## config.mk

```make
export PLATFORM = sky130hd
export DESIGN_NAME = mem_stage
export DESIGN_NICKNAME = d
export VERILOG_FILES = /design/src/rtl/mem_stage_pkg.sv /design/src/rtl/mem_lane_align.sv /design/src/rtl/mem_stage.sv
export SDC_FILE = /design/constraint.sdc
export NUM_CORES = 1
export LEC_CHECK = 0
export BUFFER_PORTS_ARGS = -buffer_cell sky130_fd_sc_hd__buf_2
export CORE_ASPECT_RATIO = 2
export CORE_MARGIN = 4
export CORE_UTILIZATION = 38
export DETAILED_ROUTE_END_ITERATION = 8
export HOLD_SLACK_MARGIN = 0.15
export SLEW_MARGIN = 25
export SYNTH_ARGS = -nofsm -noshare
export SYNTH_HDL_FRONTEND = slang
export SYNTH_SLANG_ARGS = --single-unit
```

## constraint.sdc

```tcl
create_clock -name clk -period 4 [get_ports clk]
set_input_delay 0.6 -clock clk [delete_from_list [all_inputs] [get_ports clk]]
set_output_delay 0.6 -clock clk [all_outputs]
set_load 0.05 [all_outputs]
```

## src/rtl/mem_stage_pkg.sv

```systemverilog
// Shared encodings for the memory stage: instruction types, load/store widths, FSM states.
package mem_stage_pkg;

    // Instruction types from execute
    localparam logic [3:0] AR_TYPE = 4'd0;
    localparam logic [3:0] L_TYPE  = 4'd1;
    localparam logic [3:0] S_TYPE  = 4'd2;
    localparam logic [3:0] DB_TYPE = 4'd3;
    localparam logic [3:0] IB_TYPE = 4'd4;

    // Direct-branch sub-type that links into rd
    localparam logic [3:0] DB_JAL  = 4'd8;

    // Load/store sub-types (funct3)
    localparam logic [3:0] LS_B    = 4'd0;
    localparam logic [3:0] LS_H    = 4'd1;
    localparam logic [3:0] LS_W    = 4'd2;
    localparam logic [3:0] LS_BU   = 4'd4;
    localparam logic [3:0] LS_HU   = 4'd5;

    typedef enum logic [0:0] {
        StIdle,
        StAccess
    } mem_state_e;

    // True for non-memory instructions that write rd
    function automatic logic is_rd_writer(input logic [3:0] insn_type, input logic [3:0] sub_type);
        return (insn_type == AR_TYPE) || (insn_type == IB_TYPE) ||
               ((insn_type == DB_TYPE) && (sub_type == DB_JAL));
    endfunction

endpackage

```

## src/rtl/mem_lane_align.sv

```systemverilog
// Byte-lane handling: request-side byte enables / store replication / alignment check,
// and response-side lane extraction with sign or zero extension.
module mem_lane_align
    import mem_stage_pkg::*;
(
    input  logic [1:0]  off,
    input  logic [3:0]  sub,
    input  logic        is_store,
    input  logic [31:0] store_val,
    input  logic [1:0]  ld_off,
    input  logic [3:0]  ld_sub,
    input  logic [31:0] rdata,
    output logic [3:0]  be,
    output logic [31:0] wdata,
    output logic        misaligned,
    output logic [31:0] load_val
);

    logic [31:0] shifted;

    // Byte enables, replicated store data and alignment for the incoming access
    always_comb begin
        be         = 4'h0;
        wdata      = 32'h0;
        misaligned = 1'b0;
        case (sub)
            LS_B, LS_BU: begin
                be    = 4'b0001 << off;
                wdata = {4{store_val[7:0]}};
            end
            LS_H, LS_HU: begin
                be         = 4'b0011 << off;
                wdata      = {2{store_val[15:0]}};
                misaligned = off[0];
            end
            default: begin
                be         = 4'hF;
                wdata      = store_val;
                misaligned = |off;
            end
        endcase
        if (!is_store) begin
            wdata = 32'h0;
        end
    end

    assign shifted = rdata >> {ld_off, 3'b000};

    // Lane select and extension of the returned word for the latched load
    always_comb begin
        load_val = rdata;
        case (ld_sub)
            LS_B:    load_val = {{24{shifted[7]}}, shifted[7:0]};
            LS_BU:   load_val = {24'h0, shifted[7:0]};
            LS_H:    load_val = {{16{shifted[15]}}, shifted[15:0]};
            LS_HU:   load_val = {16'h0, shifted[15:0]};
            default: load_val = rdata;
        endcase
    end

endmodule

```

## src/rtl/mem_stage.sv

```systemverilog
// RV32I memory stage: issues loads/stores on a req/ack port, stalls upstream while an
// access is outstanding, and produces the bypass pair and writeback bundle.
module mem_stage
    import mem_stage_pkg::*;
#(
    parameter int unsigned ACK_TIMEOUT = 16
) (
    input  logic        clk,
    input  logic        rst_n,
    input  logic        ex_valid,
    input  logic [3:0]  ex_insn_type,
    input  logic [3:0]  ex_insn_sub_type,
    input  logic [31:0] ex_val,
    input  logic [31:0] ex_store_val,
    input  logic [4:0]  ex_rd,
    output logic        mem_stall,
    output logic        dmem_req,
    output logic        dmem_we,
    output logic [31:0] dmem_addr,
    output logic [31:0] dmem_wdata,
    output logic [3:0]  dmem_be,
    input  logic        dmem_ack,
    input  logic [31:0] dmem_rdata,
    output logic [4:0]  bp_mem_reg,
    output logic [31:0] bp_mem_val,
    output logic        wb_valid,
    output logic [4:0]  wb_reg,
    output logic [31:0] wb_val,
    output logic        misalign_err,
    output logic        bus_err
);

    localparam int unsigned CntW = (ACK_TIMEOUT < 2) ? 1 : $clog2(ACK_TIMEOUT + 1);
    localparam logic [CntW-1:0] TimeoutVal = CntW'(ACK_TIMEOUT);

    mem_state_e state_q, state_d;

    logic            req_q, req_d;
    logic            we_q, we_d;
    logic [31:0]     addr_q, addr_d;
    logic [31:0]     wdata_q, wdata_d;
    logic [3:0]      be_q, be_d;
    logic [1:0]      off_q, off_d;
    logic [3:0]      sub_q, sub_d;
    logic [4:0]      rd_q, rd_d;
    logic [CntW-1:0] cnt_q, cnt_d;
    logic            wb_valid_q, wb_valid_d;
    logic [4:0]      wb_reg_q, wb_reg_d;
    logic [31:0]     wb_val_q, wb_val_d;
    logic [4:0]      bp_reg_q, bp_reg_d;
    logic [31:0]     bp_val_q, bp_val_d;
    logic            mis_q, mis_d;
    logic            bus_err_q, bus_err_d;

    logic            is_ls;
    logic            is_store;
    logic [3:0]      lane_be;
    logic [31:0]     lane_wdata;
    logic            lane_misaligned;
    logic [31:0]     load_val;
    logic [CntW-1:0] cnt_inc;

    assign is_ls    = (ex_insn_type == L_TYPE) || (ex_insn_type == S_TYPE);
    assign is_store = (ex_insn_type == S_TYPE);
    assign cnt_inc  = cnt_q + CntW'(1);

    mem_lane_align u_lane (
        .off        (ex_val[1:0]),
        .sub        (ex_insn_sub_type),
        .is_store   (is_store),
        .store_val  (ex_store_val),
        .ld_off     (off_q),
        .ld_sub     (sub_q),
        .rdata      (dmem_rdata),
        .be         (lane_be),
        .wdata      (lane_wdata),
        .misaligned (lane_misaligned),
        .load_val   (load_val)
    );

    // Next-state: accept in IDLE, complete or time out in ACCESS
    always_comb begin
        state_d    = state_q;
        req_d      = req_q;
        we_d       = we_q;
        addr_d     = addr_q;
        wdata_d    = wdata_q;
        be_d       = be_q;
        off_d      = off_q;
        sub_d      = sub_q;
        rd_d       = rd_q;
        cnt_d      = cnt_q;
        wb_valid_d = 1'b0;
        wb_reg_d   = wb_reg_q;
        wb_val_d   = wb_val_q;
        bp_reg_d   = 5'd0;
        bp_val_d   = 32'h0;
        mis_d      = 1'b0;
        bus_err_d  = 1'b0;

        unique case (state_q)
            StIdle: begin
                req_d = 1'b0;
                cnt_d = '0;
                if (ex_valid) begin
                    if (is_ls) begin
                        if (lane_misaligned) begin
                            mis_d = 1'b1;
                        end else begin
                            state_d = StAccess;
                            req_d   = 1'b1;
                            we_d    = is_store;
                            addr_d  = {ex_val[31:2], 2'b00};
                            be_d    = lane_be;
                            wdata_d = lane_wdata;
                            off_d   = ex_val[1:0];
                            sub_d   = ex_insn_sub_type;
                            rd_d    = ex_rd;
                        end
                    end else if (is_rd_writer(ex_insn_type, ex_insn_sub_type)) begin
                        wb_valid_d = (ex_rd != 5'd0);
                        wb_reg_d   = ex_rd;
                        wb_val_d   = ex_val;
                        bp_reg_d   = ex_rd;
                        bp_val_d   = (ex_rd == 5'd0) ? 32'h0 : ex_val;
                    end
                end
            end
            StAccess: begin
                // Ack wins over a simultaneous timeout
                if (dmem_ack) begin
                    state_d = StIdle;
                    req_d   = 1'b0;
                    cnt_d   = '0;
                    if (!we_q) begin
                        wb_valid_d = (rd_q != 5'd0);
                        wb_reg_d   = rd_q;
                        wb_val_d   = load_val;
                        bp_reg_d   = rd_q;
                        bp_val_d   = (rd_q == 5'd0) ? 32'h0 : load_val;
                    end
                end else if (ACK_TIMEOUT != 0) begin
                    if (cnt_inc == TimeoutVal) begin
                        state_d   = StIdle;
                        req_d     = 1'b0;
                        cnt_d     = '0;
                        bus_err_d = 1'b1;
                    end else begin
                        cnt_d = cnt_inc;
                    end
                end
            end
            default: begin
                state_d = StIdle;
                req_d   = 1'b0;
            end
        endcase
    end

    // State and output registers; reset also abandons any in-flight access
    always_ff @(posedge clk or negedge rst_n) begin
        if (!rst_n) begin
            state_q    <= StIdle;
            req_q      <= 1'b0;
            we_q       <= 1'b0;
            addr_q     <= 32'h0;
            wdata_q    <= 32'h0;
            be_q       <= 4'h0;
            off_q      <= 2'd0;
            sub_q      <= 4'd0;
            rd_q       <= 5'd0;
            cnt_q      <= '0;
            wb_valid_q <= 1'b0;
            wb_reg_q   <= 5'd0;
            wb_val_q   <= 32'h0;
            bp_reg_q   <= 5'd0;
            bp_val_q   <= 32'h0;
            mis_q      <= 1'b0;
            bus_err_q  <= 1'b0;
        end else begin
            state_q    <= state_d;
            req_q      <= req_d;
            we_q       <= we_d;
            addr_q     <= addr_d;
            wdata_q    <= wdata_d;
            be_q       <= be_d;
            off_q      <= off_d;
            sub_q      <= sub_d;
            rd_q       <= rd_d;
            cnt_q      <= cnt_d;
            wb_valid_q <= wb_valid_d;
            wb_reg_q   <= wb_reg_d;
            wb_val_q   <= wb_val_d;
            bp_reg_q   <= bp_reg_d;
            bp_val_q   <= bp_val_d;
            mis_q      <= mis_d;
            bus_err_q  <= bus_err_d;
        end
    end

    assign mem_stall    = (state_q == StAccess);
    assign dmem_req     = req_q;
    assign dmem_we      = we_q;
    assign dmem_addr    = addr_q;
    assign dmem_wdata   = wdata_q;
    assign dmem_be      = be_q;
    assign wb_valid     = wb_valid_q;
    assign wb_reg       = wb_reg_q;
    assign wb_val       = wb_val_q;
    assign bp_mem_reg   = bp_reg_q;
    assign bp_mem_val   = bp_val_q;
    assign misalign_err = mis_q;
    assign bus_err      = bus_err_q;

endmodule

```

==> summary.txt <==
#FFs+latches synth: 162
PostCTS Resize Cnt: 0
Antenna Nets Post-Route: 0
Synth async-reset ratio: 100%
Inserted Clock Buffers: 17
Gate Count Post-Synth: 816
Non-Filler Instances: 1322
pin count of the biggest net entering global routing: 82
chip height: 210 um
peak supply drop: 0.266 mV
Post-CTS Setup Bufs: 0
# IOs: 261
Critical path buffers and inverters: 1
Startpoint Class: register
biggest fanout along the worst timing path: 67
leak pwr: 4.97 nW
CTS tree: yes
routed via count: 6963
IO Port Bufs: 258
worst stage delay on the critical path: 0.52 ns
# placed instances: 1288
worst slew pin tran: 1.02 ns
Req. time, crit path: 4.36 ns
yosys warns: 0
drt total wl: 25500 um
initial antenna violation count: 3
Worst-path clk slew: 0.07 ns
number of enable flip-flop cells after synthesis: 0
first-pass GRT wire length: 39400 um
WP data arrival: 2.97 ns
slowest CP cell: buf_4
Sinks on Clock Net: 162
vias per cell: 5.27
Initial Util: 38.8%
Final nets: 1159
Rows: 73
min Tclk post-route: 2.60 ns
DPL Wire Length: 19100 um
layout cell share with drive strength beyond 1: 30.7%
post-synthesis mux area share: 4.84%
crit path capture type: register
DRC errors left: 0
fin crit share: 65.1%
clk buf depth: 2
Avg Cell Area, Syn: 9.48 sq um
fin util: 49.1%
gr ovfl total: 0
Layout area overhead: 26.4%
Seq/Total Area, Yosys: 52.4%
clock latency on the worst-skew pair: 0.42 ns
Avg WL per Cell: 19.3 um
post-synthesis cell area: 7730 sq um
crit path kind: reg2reg
GPL Wtd Cong: 0.834
Overall Global Routing Usage: 22.7%
RSZ-0062 raised after global routing: no
fmax: 0.384 GHz
Min Hold Slack: 0.216 ns
Post-Synth XOR/XNOR Area: 0.777%
post-synthesis adder-cell area fraction: 0.162%
Final Max Tran Viols: 0
main combinational cell family by area after synthesis: compound AO/OA/AOI/OAI gates
Synth Area in Compound Gates: 20.2%
Iter 0 DRT Violations: 345
Distinct cells, synth: 51
Final Total Pwr: 5.62 mW
max cap viols: 0
Most used DFF post-synth: dfrtp_1
Setup violations, final: 0
htree depth: 4
die width: 109 um
Worst slew margin: 31.7%
critical-path cell list: buf_4, nand2_1, nor2_1, o21ai_4, nor3_1, a21o_1
number of detailed-route iterations in the first pass: 5
Setup TNS: 0 ns
pwr/cell area: 575 nW/um^2
Hold-fix buffers, CTS: 0
clock root buffer: clkbuf_16
core region area: 19900 sq um
die area: 22800 sq um
number of global-route vias before repair: 7110
clk_skew: 0.00798 ns
Crit path max-delay family: simple AND/OR/NAND/NOR gates
post-synthesis simple-gate area fraction: 17.4%
worst hold path class: in2async
status: completed
Final Hold Viols: 0
-- through the flow --
step           worst slack (ns)  instance area, sq um
2_1_floorplan              1.97                  7740
3_3_place_gp               1.36                  9210
3_5_place_dp               1.36                  9210
4_1_cts                    1.33                  9770
5_1_grt                    1.18                  9780
6_report                   1.40                  9780
-- where the power goes --
group          switching (mW)  internal (mW)
sequential              0.187           1.89
combinational            1.49          0.500
clock                   0.680          0.878
-- layout make-up --
| class | instances | area, sq um |
|---|---|---|
| fill | 2019 | 10100 |
| sequential | 162 | 4060 |
| multi-input combinational | 587 | 3400 |
| timing repair buffer | 272 | 1420 |
| clock buffer | 21 | 450 |
| tap | 262 | 328 |
| clock inverter | 11 | 105 |
| inverter | 5 | 18.8 |
| antenna | 2 | 5.00 |
-- cells by family after synthesis --
kind of cell / Yosys count
AOI/OAI and AO/OA: 237
buffers and inverters: 68
other: 1
muxes: 35
DFF: 162
and+or+nand+nor: 306
xor gates and xnor gates: 6
adders and majority gates: 1
-- worst register-to-register path: stages (launching register included) --
cell,delay (ns)
dfrtp_2,0.35
buf_4,0.52
nand2_1,0.23
nor2_1,0.52
o21ai_4,0.43
nor3_1,0.38
a21o_1,0.12
-- placed cells by master, fill, tap and decap left out, drive strengths merged, types with 3 or more instances in the layout --
cell type	n
a21boi	16
a21o	9
a21oi	46
a22o	8
a31oi	16
and2	8
buf	272
clkbuf	21
clkinv	7
dfrtp	162
inv	7
mux2	9
mux2i	25
nand2	197
nand2b	11
nand3	13
nand3b	8
nor2	46
nor3	8
o211ai	13
o21ai	67
o2bb2ai	46
o31ai	8
or4	3
xnor2	3
xor2	3
-- path summary, 6_finish.rpt --
path | from | cells after the start | slack (ns) | to
max in group asynchronous | rst_n | 2 | 2.88 | dmem_addr[14]$_DFFE_PN0P_
worst max register to register | mem_stall$_DFF_PN0_ | 6 | 1.40 | bp_mem_val[15]$_DFF_PN0_
worst min register to register | dmem_wdata[5]$_DFFE_PN0P_ | 2 | 0.46 | dmem_wdata[5]$_DFFE_PN0P_
worst max-delay path | mem_stall$_DFF_PN0_ | 6 | 1.40 | bp_mem_val[15]$_DFF_PN0_
worst min-delay path | rst_n | 1 | 0.22 | dmem_wdata[19]$_DFFE_PN0P_
min in group clk | ex_rd[4] | 3 | 0.39 | rd_q[4]$_DFFE_PN0P_
-- cells in the mapped netlist, drive strengths merged (2+ instances only) --
master / count / area, sq um
dfrtp: 162 / 4050
mux2i: 25 / 250
nor2: 46 / 180
nor3b: 2 / 15.0
xnor2: 3 / 33.8
a221o: 2 / 20.0
o211ai: 13 / 97.6
and3: 2 / 12.5
o2bb2ai: 46 / 403
a21o: 9 / 67.6
nor3: 8 / 45.0
nor2b: 2 / 12.5
o21ai: 67 / 335
inv: 5 / 18.8
a31oi: 16 / 100
mux2: 9 / 101
clkbuf: 39 / 146
or4: 3 / 26.3
a21boi: 16 / 120
nand2b: 11 / 68.8
nand2: 197 / 739
nand3b: 8 / 60.1
o31ai: 8 / 60.1
nand3: 13 / 65.1
a22o: 8 / 70.1
and2: 8 / 50.1
a21oi: 46 / 230
xor2: 3 / 26.3
buf: 24 / 160
o21a: 2 / 15.0
-- metal layers --
layer / vias to the layer above / part of all wire (%) / global-route usage [%]
met5: - / 0.027 / 0
met4: 2 / 3.9 / 10.9
met3: 54 / 6.2 / 5.20
met2: 258 / 55 / 40.6
met1: 3345 / 35 / 24.7
li1: 3304 / - / -
Power figures use the tool's default switching activity.
